===== config.mk =====
export PLATFORM = sky130hd
export DESIGN_NAME = instr_fetch
export DESIGN_NICKNAME = d
export VERILOG_FILES = /design/src/rtl/instr_fetch.sv
export SDC_FILE = /design/constraint.sdc
export NUM_CORES = 1
export LEC_CHECK = 0
export CAP_MARGIN = 20
export CORE_MARGIN = 2
export CORE_UTILIZATION = 25
export DETAILED_ROUTE_END_ITERATION = 7
export SLEW_MARGIN = 10
export SYNTH_ARGS = -nofsm -noshare
export SYNTH_HDL_FRONTEND = slang
export SYNTH_SLANG_ARGS = --single-unit

===== constraint.sdc =====
create_clock -name clk_i -period 4.1 [get_ports clk_i]
set_input_delay 0.82 -clock clk_i [delete_from_list [all_inputs] [get_ports clk_i]]
set_output_delay 0.82 -clock clk_i [all_outputs]
set_load 0.02 [all_outputs]

===== src/rtl/instr_fetch.sv =====
// Instruction fetch unit: PC register, request/acknowledge instruction-memory read, valid/ready hand-off to decode.
// Optional misaligned-target fault enabled by defining INSTR_FETCH_MISALIGN_CHECK_EN.
module instr_fetch #(
  parameter logic [31:0] RESET_PC = 32'h0000_0000
) (
  input  logic        clk_i,
  input  logic        rst_i,
  output logic        imem_req_o,
  output logic [31:0] imem_addr_o,
  input  logic        imem_ack_i,
  input  logic [31:0] imem_rdata_i,
  output logic [31:0] instr_o,
  output logic        instr_valid_o,
  input  logic        instr_ready_i,
  output logic [31:0] pc_o,
  output logic [31:0] pc_plus_4_o,
  input  logic        pc_src_i,
  input  logic [31:0] imm_ext_i,
  output logic [31:0] retired_o,
  output logic        fault_o
);

  localparam logic PC_SRC_PLUS_4   = 1'b0;
  localparam logic PC_SRC_PLUS_OFF = 1'b1;

  typedef enum logic [1:0] {
    IDLE  = 2'd0,
    REQ   = 2'd1,
    HOLD  = 2'd2,
    FAULT = 2'd3
  } state_e;

  state_e      state_q, state_d;
  logic [31:0] pc_q, pc_d;
  logic [31:0] pcPlus4_q, pcPlus4_d;
  logic [31:0] instr_q, instr_d;
  logic [31:0] retired_q, retired_d;
  logic        instrValid_q, instrValid_d;

  logic [31:0] targetPc;
  logic [31:0] nextPc;
  logic        fetchDone;
  logic        consume;
  logic        misaligned;

  assign fetchDone = (state_q == REQ) && imem_ack_i;
  assign consume   = (state_q == HOLD) && instrValid_q && instr_ready_i;
  assign targetPc  = (pc_src_i == PC_SRC_PLUS_OFF) ? (pc_q + imm_ext_i) : (pc_q + 32'd4);

`ifdef INSTR_FETCH_MISALIGN_CHECK_EN
  assign misaligned = (targetPc[1:0] != 2'b00);
  assign nextPc     = targetPc;
`else
  // Without the checker the low bits are simply dropped so fetch stays word-aligned.
  assign misaligned = 1'b0;
  assign nextPc     = targetPc & 32'hFFFF_FFFC;
`endif

  always_ff @(posedge clk_i) begin
    if (rst_i) begin
      state_q      <= IDLE;
      pc_q         <= RESET_PC;
      pcPlus4_q    <= RESET_PC + 32'd4;
      instr_q      <= '0;
      instrValid_q <= 1'b0;
      retired_q    <= '0;
    end else begin
      state_q      <= state_d;
      pc_q         <= pc_d;
      pcPlus4_q    <= pcPlus4_d;
      instr_q      <= instr_d;
      instrValid_q <= instrValid_d;
      retired_q    <= retired_d;
    end
  end

  always_comb begin
    state_d = state_q;
    unique case (state_q)
      IDLE:    state_d = REQ;
      REQ:     if (imem_ack_i) state_d = HOLD;
      HOLD:    if (consume) state_d = misaligned ? FAULT : REQ;
      FAULT:   state_d = FAULT;
      default: state_d = IDLE;
    endcase
  end

  always_comb begin
    pc_d         = pc_q;
    pcPlus4_d    = pcPlus4_q;
    instr_d      = instr_q;
    instrValid_d = instrValid_q;
    retired_d    = retired_q;
    if (fetchDone) begin
      instr_d      = imem_rdata_i;
      instrValid_d = 1'b1;
    end
    // A faulting consume still records the offending target and counts as retired.
    if (consume) begin
      pc_d         = nextPc;
      pcPlus4_d    = nextPc + 32'd4;
      instrValid_d = 1'b0;
      retired_d    = retired_q + 32'd1;
    end
  end

  always_comb begin
    imem_req_o    = (state_q == REQ);
    imem_addr_o   = pc_q;
    instr_o       = instr_q;
    instr_valid_o = instrValid_q;
    pc_o          = pc_q;
    pc_plus_4_o   = pcPlus4_q;
    retired_o     = retired_q;
`ifdef INSTR_FETCH_MISALIGN_CHECK_EN
    fault_o       = (state_q == FAULT);
`else
    fault_o       = 1'b0;
`endif
  end

endmodule


=== Word level (Yosys, flattened, before mapping) ===
Cells that the tools add are included.
Widths: inputs -> output; s select.

* Register bits: 129
* Bits in latches: 0
* Bits in writable memories: 0
* ROM bits: 0
* Bits of input ports: 69
* Output and inout port bits: 163
* Word-level logic and storage cells: 25
* Memories: 0

* Add/sub/neg operators: 4
* Multiply operators: 0
* Divide/modulo/power cells: 0
* $lt $le $gt $ge: 0
* Equal/unequal tests: 5
* Shift operators: 0
* Muxes and demuxes: 4
* Bitwise logic cells: 0
* Reduce and logical (&&, ||, !) cells: 6

{| class="wikitable"
|+ Operators with widths
! operator !! number
|-
| $add 32x3->32 const B || 2
|-
| $add 32x1->32 const B || 1
|-
| $add 32x32->32 || 1
|-
| $mux 32 || 1
|-
| $pmux 2 s4 || 1
|-
| $eq 2x2->1 const B || 2
|-
| $mux 2 || 2
|-
| $logic_and 1x1->1 || 3
|-
| $eq 2x1->1 const B || 1
|-
| $logic_not 2->1 || 1
|-
| $ne 2x1->1 const B || 1
|-
| $ne 2x2->1 const B || 1
|-
| $reduce_and 2->1 || 1
|-
| $reduce_or 2->1 || 1
|}

=== Depth between registers and ports, before layout ===
Gate-level depths: netlist (run 1).

* Word-level depth: 5
* Mapped depth: 15
* Mapped depth without buffers: 14

=== Least setup slack after synthesis (run 1) ===
No wires, ideal clock.

* Kind: input -> register
* From: input pc_src_i
* To: register pcPlus4_q[31], in the netlist pc_plus_4_o[31]
* Library setup time: 0.117 ns
* Arrival: 4.164 ns
* Required time: 3.983 ns
* Setup slack: -0.182 ns
* Stages: 14
* Path buffers: 2
* Cells stage by stage: clkbuf_1 -> clkbuf_1 -> and2_1 -> ha_1 -> a21oi_1 -> o21ai_1 -> a22oi_1 -> mux2_2 -> nor2_1 -> nand4_2 -> nor4_4 -> nand3_2 -> or4_1 -> a32o_1

* Cells in the longest elaborated chain, start to end: 2

{| class="wikitable"
|+ Ends and longest elaborated chain
! item !! RTL line !! RTL
|-
| from (decl) || 17 || <nowiki>input logic pc_src_i,</nowiki>
|-
| $mux 32 || 48 || <nowiki>assign targetPc = (pc_src_i == PC_SRC_PLUS_OFF) ? (pc_q + imm_ext_i) : (pc_q + 32'd4);</nowiki>
|-
| $add 32x3->32 || 101 || <nowiki>pcPlus4_d = nextPc + 32'd4;</nowiki>
|-
| to (signal assigned) || 63 || <nowiki>pcPlus4_q <= RESET_PC + 32'd4;</nowiki>
|-
| to (signal assigned) || 70 || <nowiki>pcPlus4_q <= pcPlus4_d;</nowiki>
|-
| to (decl) || 35 || <nowiki>logic [31:0] pcPlus4_q, pcPlus4_d;</nowiki>
|}

Every way passes these cells.
A chain may end at the register's enable or synchronous reset.

=== Worst setup path in the final report (run 1) ===
* From: input imm_ext_i[3]
* To: register pcPlus4_q[31], in the netlist pc_plus_4_o[31]

* Cells in the longest elaborated chain, start to end: 3

{| class="wikitable"
|+ Ends and longest elaborated chain
! item !! RTL line !! RTL
|-
| from (decl) || 18 || <nowiki>input logic [31:0] imm_ext_i,</nowiki>
|-
| $add 32x32->32 || 48 ||
|-
| $mux 32 || 48 ||
|-
| $add 32x3->32 || 101 ||
|}

Every way passes these cells.

==> impl_metrics.toml, run 1 <==
[placement]
routabilityCongestion = 0.898
io_buffers = 222
dp_hpwl_mm = 19.4
placed_area_mm2 = 0.0111

[synth]
syn_inst = 978
yosysSeqAreaShare = 0.335
netlist-cell-type-count = 71
synth_edf_count = 0
yosys_warnings = 0
mappedNetlistArea_mm2 = 0.00758
dominantRegCellSynth = "dfxtp_1"
ys_ff_latch = 127
async_reset_ff_frac = 0
post_synth.cell_area_avg_um2 = 7.76

[clock_network]
clock_sinks = 127
cts.clk_slew.worst_paths_ns = 0.06
insertion_delay_ns = 0.42
htree_num_levels = 4
cts_buffer_depth = 2
numCtsBuffers = 17
tritoncts = "built"
root_buffer = "clkbuf_16"

[worst_setup_path]
start_kind = "input pin"
r2r_slack_ns = 0.42
critPathRequiredTime_ns = 4.41
critPathArrivalTime_ns = 4.31
r2r-start = "imem_addr_o[2]"
crit_fanout = 5
worstRegToRegCells = 13
critPathKind = "in2reg"
r2r-end = "pc_plus_4_o[31]"
crit_path_end_kind = "flip-flop"

[worst_hold_path]
holdPathEnd = "instr_o[16]"
hp-class = "reg2reg"
min_path_cells = 2
holdCritStartpoint = "instr_o[16]"

[sta]
timing.final.crit_share = 0.975
slew-limit-headroom = 0.391
setup_viol = 0
post-route-min-period_ns = 4.00
setup_tns_ns = 0
max_freq_mhz = 250
max_slew.worst_pin.slew_ns = 0.914
hold_viol = 0
skew_ns = 0.0139
slew_violations = 0

[drt]
wire_per_inst_um = 14.9
viasPerCell = 4.61
first_pass_iters = 4
drt-total-wl_mm = 25.3
drtIter0Drc = 358
drc = 0
ant_nets = 0
vias = 7842

[layout]
drive_gt1_frac = 0.198
areaGrowthSynthToFinish_pct = 56.5
nets = 1398
design_area_mm2 = 0.0119
fill_cells = 3000

[global_route]
overflow = 0
grt_max_degree = 87
antenna_found_initial = 1
grt_usage = 0.156
grt_pass1_wl_mm = 39.0
grt_pass1_vias = 7495

[floorplanning]
core-area_mm2 = 0.0298
rows = 63
die_w_um = 178
dieArea_mm2 = 0.0317
ioPinCount = 232
die_y_um = 178
start_util = 0.255

[status]
outcome = "finished, final reports clean"

[pwr]
p_leak_nw = 4.31
p_per_area_mw_per_mm2 = 267
ir_drop_mv = 0.257

[flow_run]
maxCapViolations = 0
-- final cells by class --
type,count,area [um^2],area share
Multi-Input combinational cell,756,4800,0.404
Inverter,13,48.8,0.00411
Sequential cell,127,2540,0.214
Timing Repair Buffer,382,3420,0.288
Tap cell,390,488,0.0411
Clock inverter,15,143,0.0120
Clock buffer,17,425,0.0358
Antenna cell,1,2.50,0.000211
-- per-layer routing --
layer / vias to the layer above / part of all wire / GRT usage
li1: 4002 / - / -
met4: 0 / 0.011 / 0.0342
met5: - / 0 / 0
met3: 20 / 0.064 / 0.0394
met2: 218 / 0.48 / 0.266
met1: 3602 / 0.45 / 0.197
-- worst max-delay path, cell delays in order --
cell             delay (ns)
clkdlybuf4s50_1        0.41
nand2_1                0.13
inv_1                  0.06
ha_1                   0.30
a211oi_2               0.07
buf_4                  0.15
o211ai_1               0.29
a21o_2                 0.27
a211oi_2               0.12
nor4_4                 0.39
nand4_4                0.16
nor4_4                 0.29
nand3_2                0.12
or4_1                  0.48
a32o_1                 0.25
-- cells by family after synthesis --
family / Yosys count / synth area share
AO/OA/AOI/OAI: 221 / 0.187
XOR/XNOR: 67 / 0.0774
adder cells (fa/ha/maj): 32 / 0.0538
buffers and inverters: 101 / 0.0706
flip-flops: 127 / 0.335
multiplexers: 2 / 0.00297
other: 1 / 0.000494
AND/OR/NAND/NOR: 427 / 0.272
-- where the power goes --
| part | total [mW] | internal (mW) | switching [mW] |
|---|---|---|---|
| sequential | 1.27 | 1.26 | 0.0136 |
| clock | 1.48 | 0.803 | 0.680 |
| combinational | 0.411 | 0.205 | 0.207 |
-- cell usage in the layout, fill, tap and decap left out, types with 9 or more instances in the layout --
cell             netlist  final
clkbuf_16              0     17
buf_4                 39    160
dfxtp_1              127    127
xnor2_1               27     27
nand2_1              174    173
and2_1                35     35
nand4_1               20     20
or3_1                 13     13
nor2_1                92     90
a211oi_1              29     26
ha_1                  31     23
and4_1                 9      9
inv_1                 13     13
o21ai_0               29     25
nand3_1               20     20
nor3_1                12      9
clkdlybuf4s50_1        0    219
o21ai_1                5      9
and3_1                11     10
a21oi_1               98     94
xor2_1                40     39
-- metrics by stage --
stage | util | worst slack (ns) | hold slack (ns) | power [mW] | cells
3_3_place_gp | 0.371 | -0.647 | 0.441 | 1.70 | 1662
2_1_floorplan | - | 0.0106 | 0.492 | 1.50 | 984
6_report | 0.398 | 0.102 | 0.454 | 3.16 | 1701
5_1_grt | 0.398 | -0.0302 | 0.471 | 3.30 | 1700
3_5_place_dp | 0.371 | -0.652 | 0.448 | 1.70 | 1662
4_1_cts | 0.393 | 0.0143 | 0.456 | 3.22 | 1698
-- synth_stat cells, drive strengths merged, types with 21 or more instances --
master	number	share of area
nand2	174	0.086
dfxtp	127	0.34
a21oi	101	0.069
nor2	92	0.046
buf	50	0.045
xor2	40	0.046
clkbuf	38	0.019
and2	36	0.030
o21ai	36	0.025
a211oi	31	0.033
ha	31	0.051
xnor2	27	0.031
nand3	21	0.015
nand4	21	0.018
-- what timing repair did --
item                       CTS  global route
buffers inserted             4             2
setup endpoints to repair   11            12
hold buffers                 0             0
gates resized for setup     14            30
pin swaps                   10            13
-- worst max-delay path by stage --
stage	from	end	slack, ns	depth (start not counted)
after floorplan	pc_src_i	pc_plus_4_o[31]	0.01	14
after global placement	imm_ext_i[2]	pc_plus_4_o[31]	-0.65	16
after detailed placement	pc_src_i	pc_plus_4_o[31]	-0.65	14
after CTS	imm_ext_i[3]	pc_plus_4_o[31]	0.01	16
after global routing	imm_ext_i[3]	pc_plus_4_o[24]	-0.03	17
final	imm_ext_i[3]	pc_plus_4_o[31]	0.10	15
-- sequential cells by signal, indices dropped and copies added, names as in the netlist --
name           flops
instr_o           32
retired_o         32
imem_addr_o       30
pc_plus_4_o       30
state_q            2
instr_valid_o      1
(Power assumes the default switching activity.)
==> run 2: changes to the inputs <==
--- a/config.mk
+++ b/config.mk
@@ -6,7 +6,6 @@
 export NUM_CORES = 1
 export LEC_CHECK = 0
 export CAP_MARGIN = 20
-export CORE_MARGIN = 2
 export CORE_UTILIZATION = 25
 export DETAILED_ROUTE_END_ITERATION = 7
 export SLEW_MARGIN = 10
==> run 2 against run 1 <==
Combinational power is 1% higher. Worst hold slack about the same. Cell count about the same. Worst setup slack got worse by 0.020 ns. Sequential power is essentially flat. Highest routed layer unchanged.
==> impl_metrics.toml, run 2 (synthesis gave the netlist of run 1 again) <==
[status]
outcome = "finished, final reports clean"

[floorplanning]
die_y_um = 176
die_w_um = 176
ioPinCount = 232
core-area_mm2 = 0.0297
start_util = 0.255
rows = 63
dieArea_mm2 = 0.0310

[sta]
slew-limit-headroom = 0.397
hold_viol = 0
max_freq_mhz = 249
max_slew.worst_pin.slew_ns = 0.905
setup_tns_ns = 0
post-route-min-period_ns = 4.02
slew_violations = 0
setup_viol = 0
skew_ns = 0.0143
timing.final.crit_share = 0.980

[layout]
final_common_cell = "clkdlybuf4s50_1"
fill_cells = 2967
drive_gt1_frac = 0.207
finalNonFillerCells = 1702
most-common-layout-cells = "clkdlybuf4s50_1, nand2_1, buf_4, dfxtp_1, a21oi_1"
nets = 1400
areaGrowthSynthToFinish_pct = 58.4
n_antenna_cell = 0

[placement]
routabilityCongestion = 0.865
dp_hpwl_mm = 18.6
placed_cells = 1663
io_buffers = 222

[clock_network]
numCtsBuffers = 17
insertion_delay_ns = 0.43
clock_sinks = 127
htree_num_levels = 4
cts.clk_slew.worst_paths_ns = 0.07
root_buffer = "clkbuf_16"
tritoncts = "built"
cts_buffer_depth = 2

[drt]
wire_per_inst_um = 14.5
viasPerCell = 4.63
drtIter0Drc = 327
vias = 7883
ant_nets = 0
first_pass_iters = 4
drt-total-wl_mm = 24.6
drc = 0

[worst_hold_path]
hp-class = "reg2reg"

[global_route]
overflow = 0
grt_pass1_wl_mm = 39.0
grt_usage = 0.157
grt_max_degree = 87
antenna_found_initial = 0
grt_pass1_vias = 7622

[pwr]
ir_drop_mv = 0.218
p_leak_nw = 4.41
p_per_area_mw_per_mm2 = 267

[worst_setup_path]
crit_fanout = 7
path_buf_inv = 3
start_kind = "input pin"
slowest_stage = "or4_1"
critPathMaxStageDelay_ns = 0.48
crit_path_end_kind = "flip-flop"
critPathTopFamily = "simple AND/OR/NAND/NOR gates"
worstPathCellList = "clkdlybuf4s50_1 > and2_1 > ha_1 > a211oi_1 > o21bai_1 > a21o_2 > buf_4 > xor2_2 > and3_4 > nand4_1 > buf_6 > nor4_4 > nand3_2 > or4_1 > a32o_1"
critPathArrivalTime_ns = 4.33
critPathRequiredTime_ns = 4.41
critPathKind = "in2reg"

[flow_run]
maxCapViolations = 0
run 2: power by group:
group          switching, mW  internal, mW  leakage (nW)
Sequential            0.0135          1.26          1.03
Combinational          0.206         0.211          3.10
Clock                  0.699         0.818         0.287
run 2: worst paths after layout:
path	endpoint	slack, ns	startpoint	depth (start not counted)
max reg2reg	pc_plus_4_o[31]	0.44	imem_addr_o[2]	13
min reg2reg	instr_o[28]	0.45	instr_o[28]	2
min	instr_o[28]	0.45	instr_o[28]	2
max	pc_plus_4_o[31]	0.08	imm_ext_i[10]	15
run 2: worst reg2reg max path, stage by stage (launching register included):
cell      delay [ns]
dfxtp_1         0.47
ha_4            0.19
inv_2           0.04
fa_2            0.38
nand2b_4        0.15
a21o_4          0.25
a211oi_4        0.32
nor4_1          0.13
a311oi_4        0.28
nand4_4         0.16
nor4_4          0.31
nand3_2         0.13
or4_1           0.48
a32o_1          0.25
run 2: metal layers:
layer / part of all wire / GRT usage / vias up
met3: 0.048 / 0.0366 / 31
li1: - / - / 4000
met1: 0.47 / 0.201 / 3668
met5: 0 / 0 / -
met2: 0.46 / 0.257 / 184
met4: 0.022 / 0.0525 / 0
run 2: per-stage QoR:
step	hold WS, ns	instance area (um^2)	util	power, mW	setup WS [ns]
floorplan	0.492	7680	-	1.50	0.0106
global placement	0.441	11100	0.374	1.70	-0.681
detailed placement	0.447	11100	0.374	1.70	-0.761
CTS	0.456	11800	0.398	3.24	0.00844
global route	0.472	12000	0.404	3.33	-0.0751
finish	0.454	12000	0.404	3.20	0.0812
run 2: timing repair:
action / CTS / global route
resized for setup: 26 / 37
buffers inserted: 4 / 3
endpoints found under the setup margin: 10 / 9
hold buffers: 0 / 0
pin swaps: 12 / 15
run 2: final cells by class:
| type | count | area [um^2] | share of cell area |
|---|---|---|---|
| clock buffers | 17 | 425 | 0.0354 |
| inverters | 13 | 48.8 | 0.00406 |
| well taps | 390 | 488 | 0.0406 |
| repair buffers | 384 | 3490 | 0.291 |
| multi-input cells | 756 | 4850 | 0.404 |
| clock inverters | 15 | 165 | 0.0137 |
| flip-flops and latches | 127 | 2540 | 0.212 |
==> run 3: changes to the inputs <==
--- a/config.mk
+++ b/config.mk
@@ -6,8 +6,10 @@
 export NUM_CORES = 1
 export LEC_CHECK = 0
 export CAP_MARGIN = 20
-export CORE_UTILIZATION = 25
+export CORE_UTILIZATION = 43
 export DETAILED_ROUTE_END_ITERATION = 7
+export PLACE_DENSITY = 0.77
+export SETUP_SLACK_MARGIN = 0.15
 export SLEW_MARGIN = 10
 export SYNTH_ARGS = -nofsm -noshare
 export SYNTH_HDL_FRONTEND = slang
==> run 3 against run 2 <==
Register-to-register slack worse by 0.03 ns. Sequential power hardly changed. Critical path depth is 1 lower. Critical endpoint unchanged. Clock skew is 0.0055 ns lower. Clock power hardly changed. First-iteration DRC count is 7.3% higher. Clock-buffer cell count stayed put. Die area is 41% lower. Global-route usage is 9.7 points higher.
==> impl_metrics.toml, run 3 (synthesis gave the netlist of run 1 again) <==
[status]
outcome = "finished, final reports clean"

[drt]
ant_nets = 0
viasPerCell = 5.26
first_pass_iters = 5
drt-total-wl_mm = 23.9
drc = 0
vias = 8060
wire_per_inst_um = 15.6
drtIter0Drc = 351

[worst_hold_path]
hp-class = "reg2reg"

[floorplanning]
die_y_um = 135
core-area_mm2 = 0.0172
dieArea_mm2 = 0.0182
ioPinCount = 232
die_w_um = 135
rows = 48
start_util = 0.440

[sta]
timing.final.crit_share = 0.953
setup_tns_ns = 0
hold_viol = 0
slew_violations = 0
max_freq_mhz = 256
rsz0062_at_grt = "false"
setup_viol = 0
skew_ns = 0.00878
post-route-min-period_ns = 3.91
max_slew.worst_pin.slew_ns = 0.880
slew-limit-headroom = 0.413

[flow_run]
maxCapViolations = 0

[placement]
dp_hpwl_mm = 17.1
io_buffers = 222
placed_cells = 1490
routabilityCongestion = 0.903

[worst_setup_path]
critPathKind = "in2reg"
crit_path_end_kind = "flip-flop"
critPathRequiredTime_ns = 4.41
critPathArrivalTime_ns = 4.22
crit_fanout = 4
start_kind = "input pin"

[pwr]
p_leak_nw = 4.40
ir_drop_mv = 0.279
p_per_area_mw_per_mm2 = 272
finalPower_mw = 3.23

[clock_network]
tritoncts = "built"
htree_num_levels = 4
root_buffer = "clkbuf_16"
cts.clk_slew.worst_paths_ns = 0.06
insertion_delay_ns = 0.43
clock_sinks = 127
cts_buffer_depth = 2
numCtsBuffers = 17

[layout]
final_common_cell = "clkdlybuf4s50_1"
n_antenna_cell = 0
finalNonFillerCells = 1531
multi_input_comb_area_mm2 = 0.00498
fill_cells = 1362
nets = 1394
areaGrowthSynthToFinish_pct = 56.5
drive_gt1_frac = 0.220
most-common-layout-cells = "clkdlybuf4s50_1, nand2_1, buf_4, dfxtp_1, a21oi_1"
regArea_mm2 = 0.00254

[global_route]
grt_max_degree = 87
grt_usage = 0.254
antenna_found_initial = 0
grt_pass1_wl_mm = 36.6
grt_pass1_vias = 7467
overflow = 0
[run 3: cell type report]
class / instances / share of cell area
clock buffer: 17 / 0.0358
clock inverter: 15 / 0.0141
inverter: 13 / 0.00411
multi-input combinational: 756 / 0.419
sequential: 127 / 0.214
tap: 225 / 0.0237
timing repair buffer: 378 / 0.289
[run 3: critical path, cell delays in order]
cell	delay, ns
clkdlybuf4s50_1	0.48
and2_1	0.14
ha_2	0.30
a21oi_4	0.21
o211ai_1	0.20
a21o_2	0.29
buf_4	0.15
and4_1	0.19
nor3_4	0.23
nand3_4	0.11
nor3_4	0.23
nand3_2	0.12
or4_4	0.49
a32o_1	0.25
[run 3: path summary, 6_finish.rpt]
kind	from	endpoint	slack, ns	depth (start not counted)
max	imm_ext_i[8]	pc_plus_4_o[31]	0.19	14
min	instr_o[16]	instr_o[16]	0.45	2
max reg2reg	imem_addr_o[2]	pc_plus_4_o[31]	0.41	15
min reg2reg	instr_o[16]	instr_o[16]	0.45	2
[run 3: layer usage]
layer / wire length (um) / part of all wire / global-route usage
met1: 10100 / 0.42 / 0.312
met2: 11800 / 0.49 / 0.444
met3: 1520 / 0.064 / 0.0526
met4: 473 / 0.020 / 0.0743
met5: 0 / 0 / 0
[run 3: report_power, final]
part | leakage, nW | switching [mW] | internal [mW]
combinational | 3.08 | 0.207 | 0.210
clock | 0.286 | 0.671 | 0.868
sequential | 1.03 | 0.0141 | 1.26
total | 4.40 | 0.892 | 2.33
[run 3: what timing repair did]
item | 4_1_cts | 5_1_grt
hold buffers | 0 | 0
pin swaps | 21 | 26
gates resized for setup | 36 | 59
setup endpoints to repair | 15 | 11
setup buffers | 5 | 4
[run 3: metrics by stage]
stage / instance area [um^2] / setup slack (ns) / hold slack (ns) / utilization
4_1_cts: 11600 / 0.152 / 0.455 / 0.673
3_3_place_gp: 10800 / -0.684 / 0.441 / 0.629
5_1_grt: 11900 / 0.0684 / 0.470 / 0.688
2_1_floorplan: 7700 / 0.0489 / 0.492 / -
3_5_place_dp: 10800 / -0.699 / 0.446 / 0.629
6_report: 11900 / 0.193 / 0.454 / 0.688
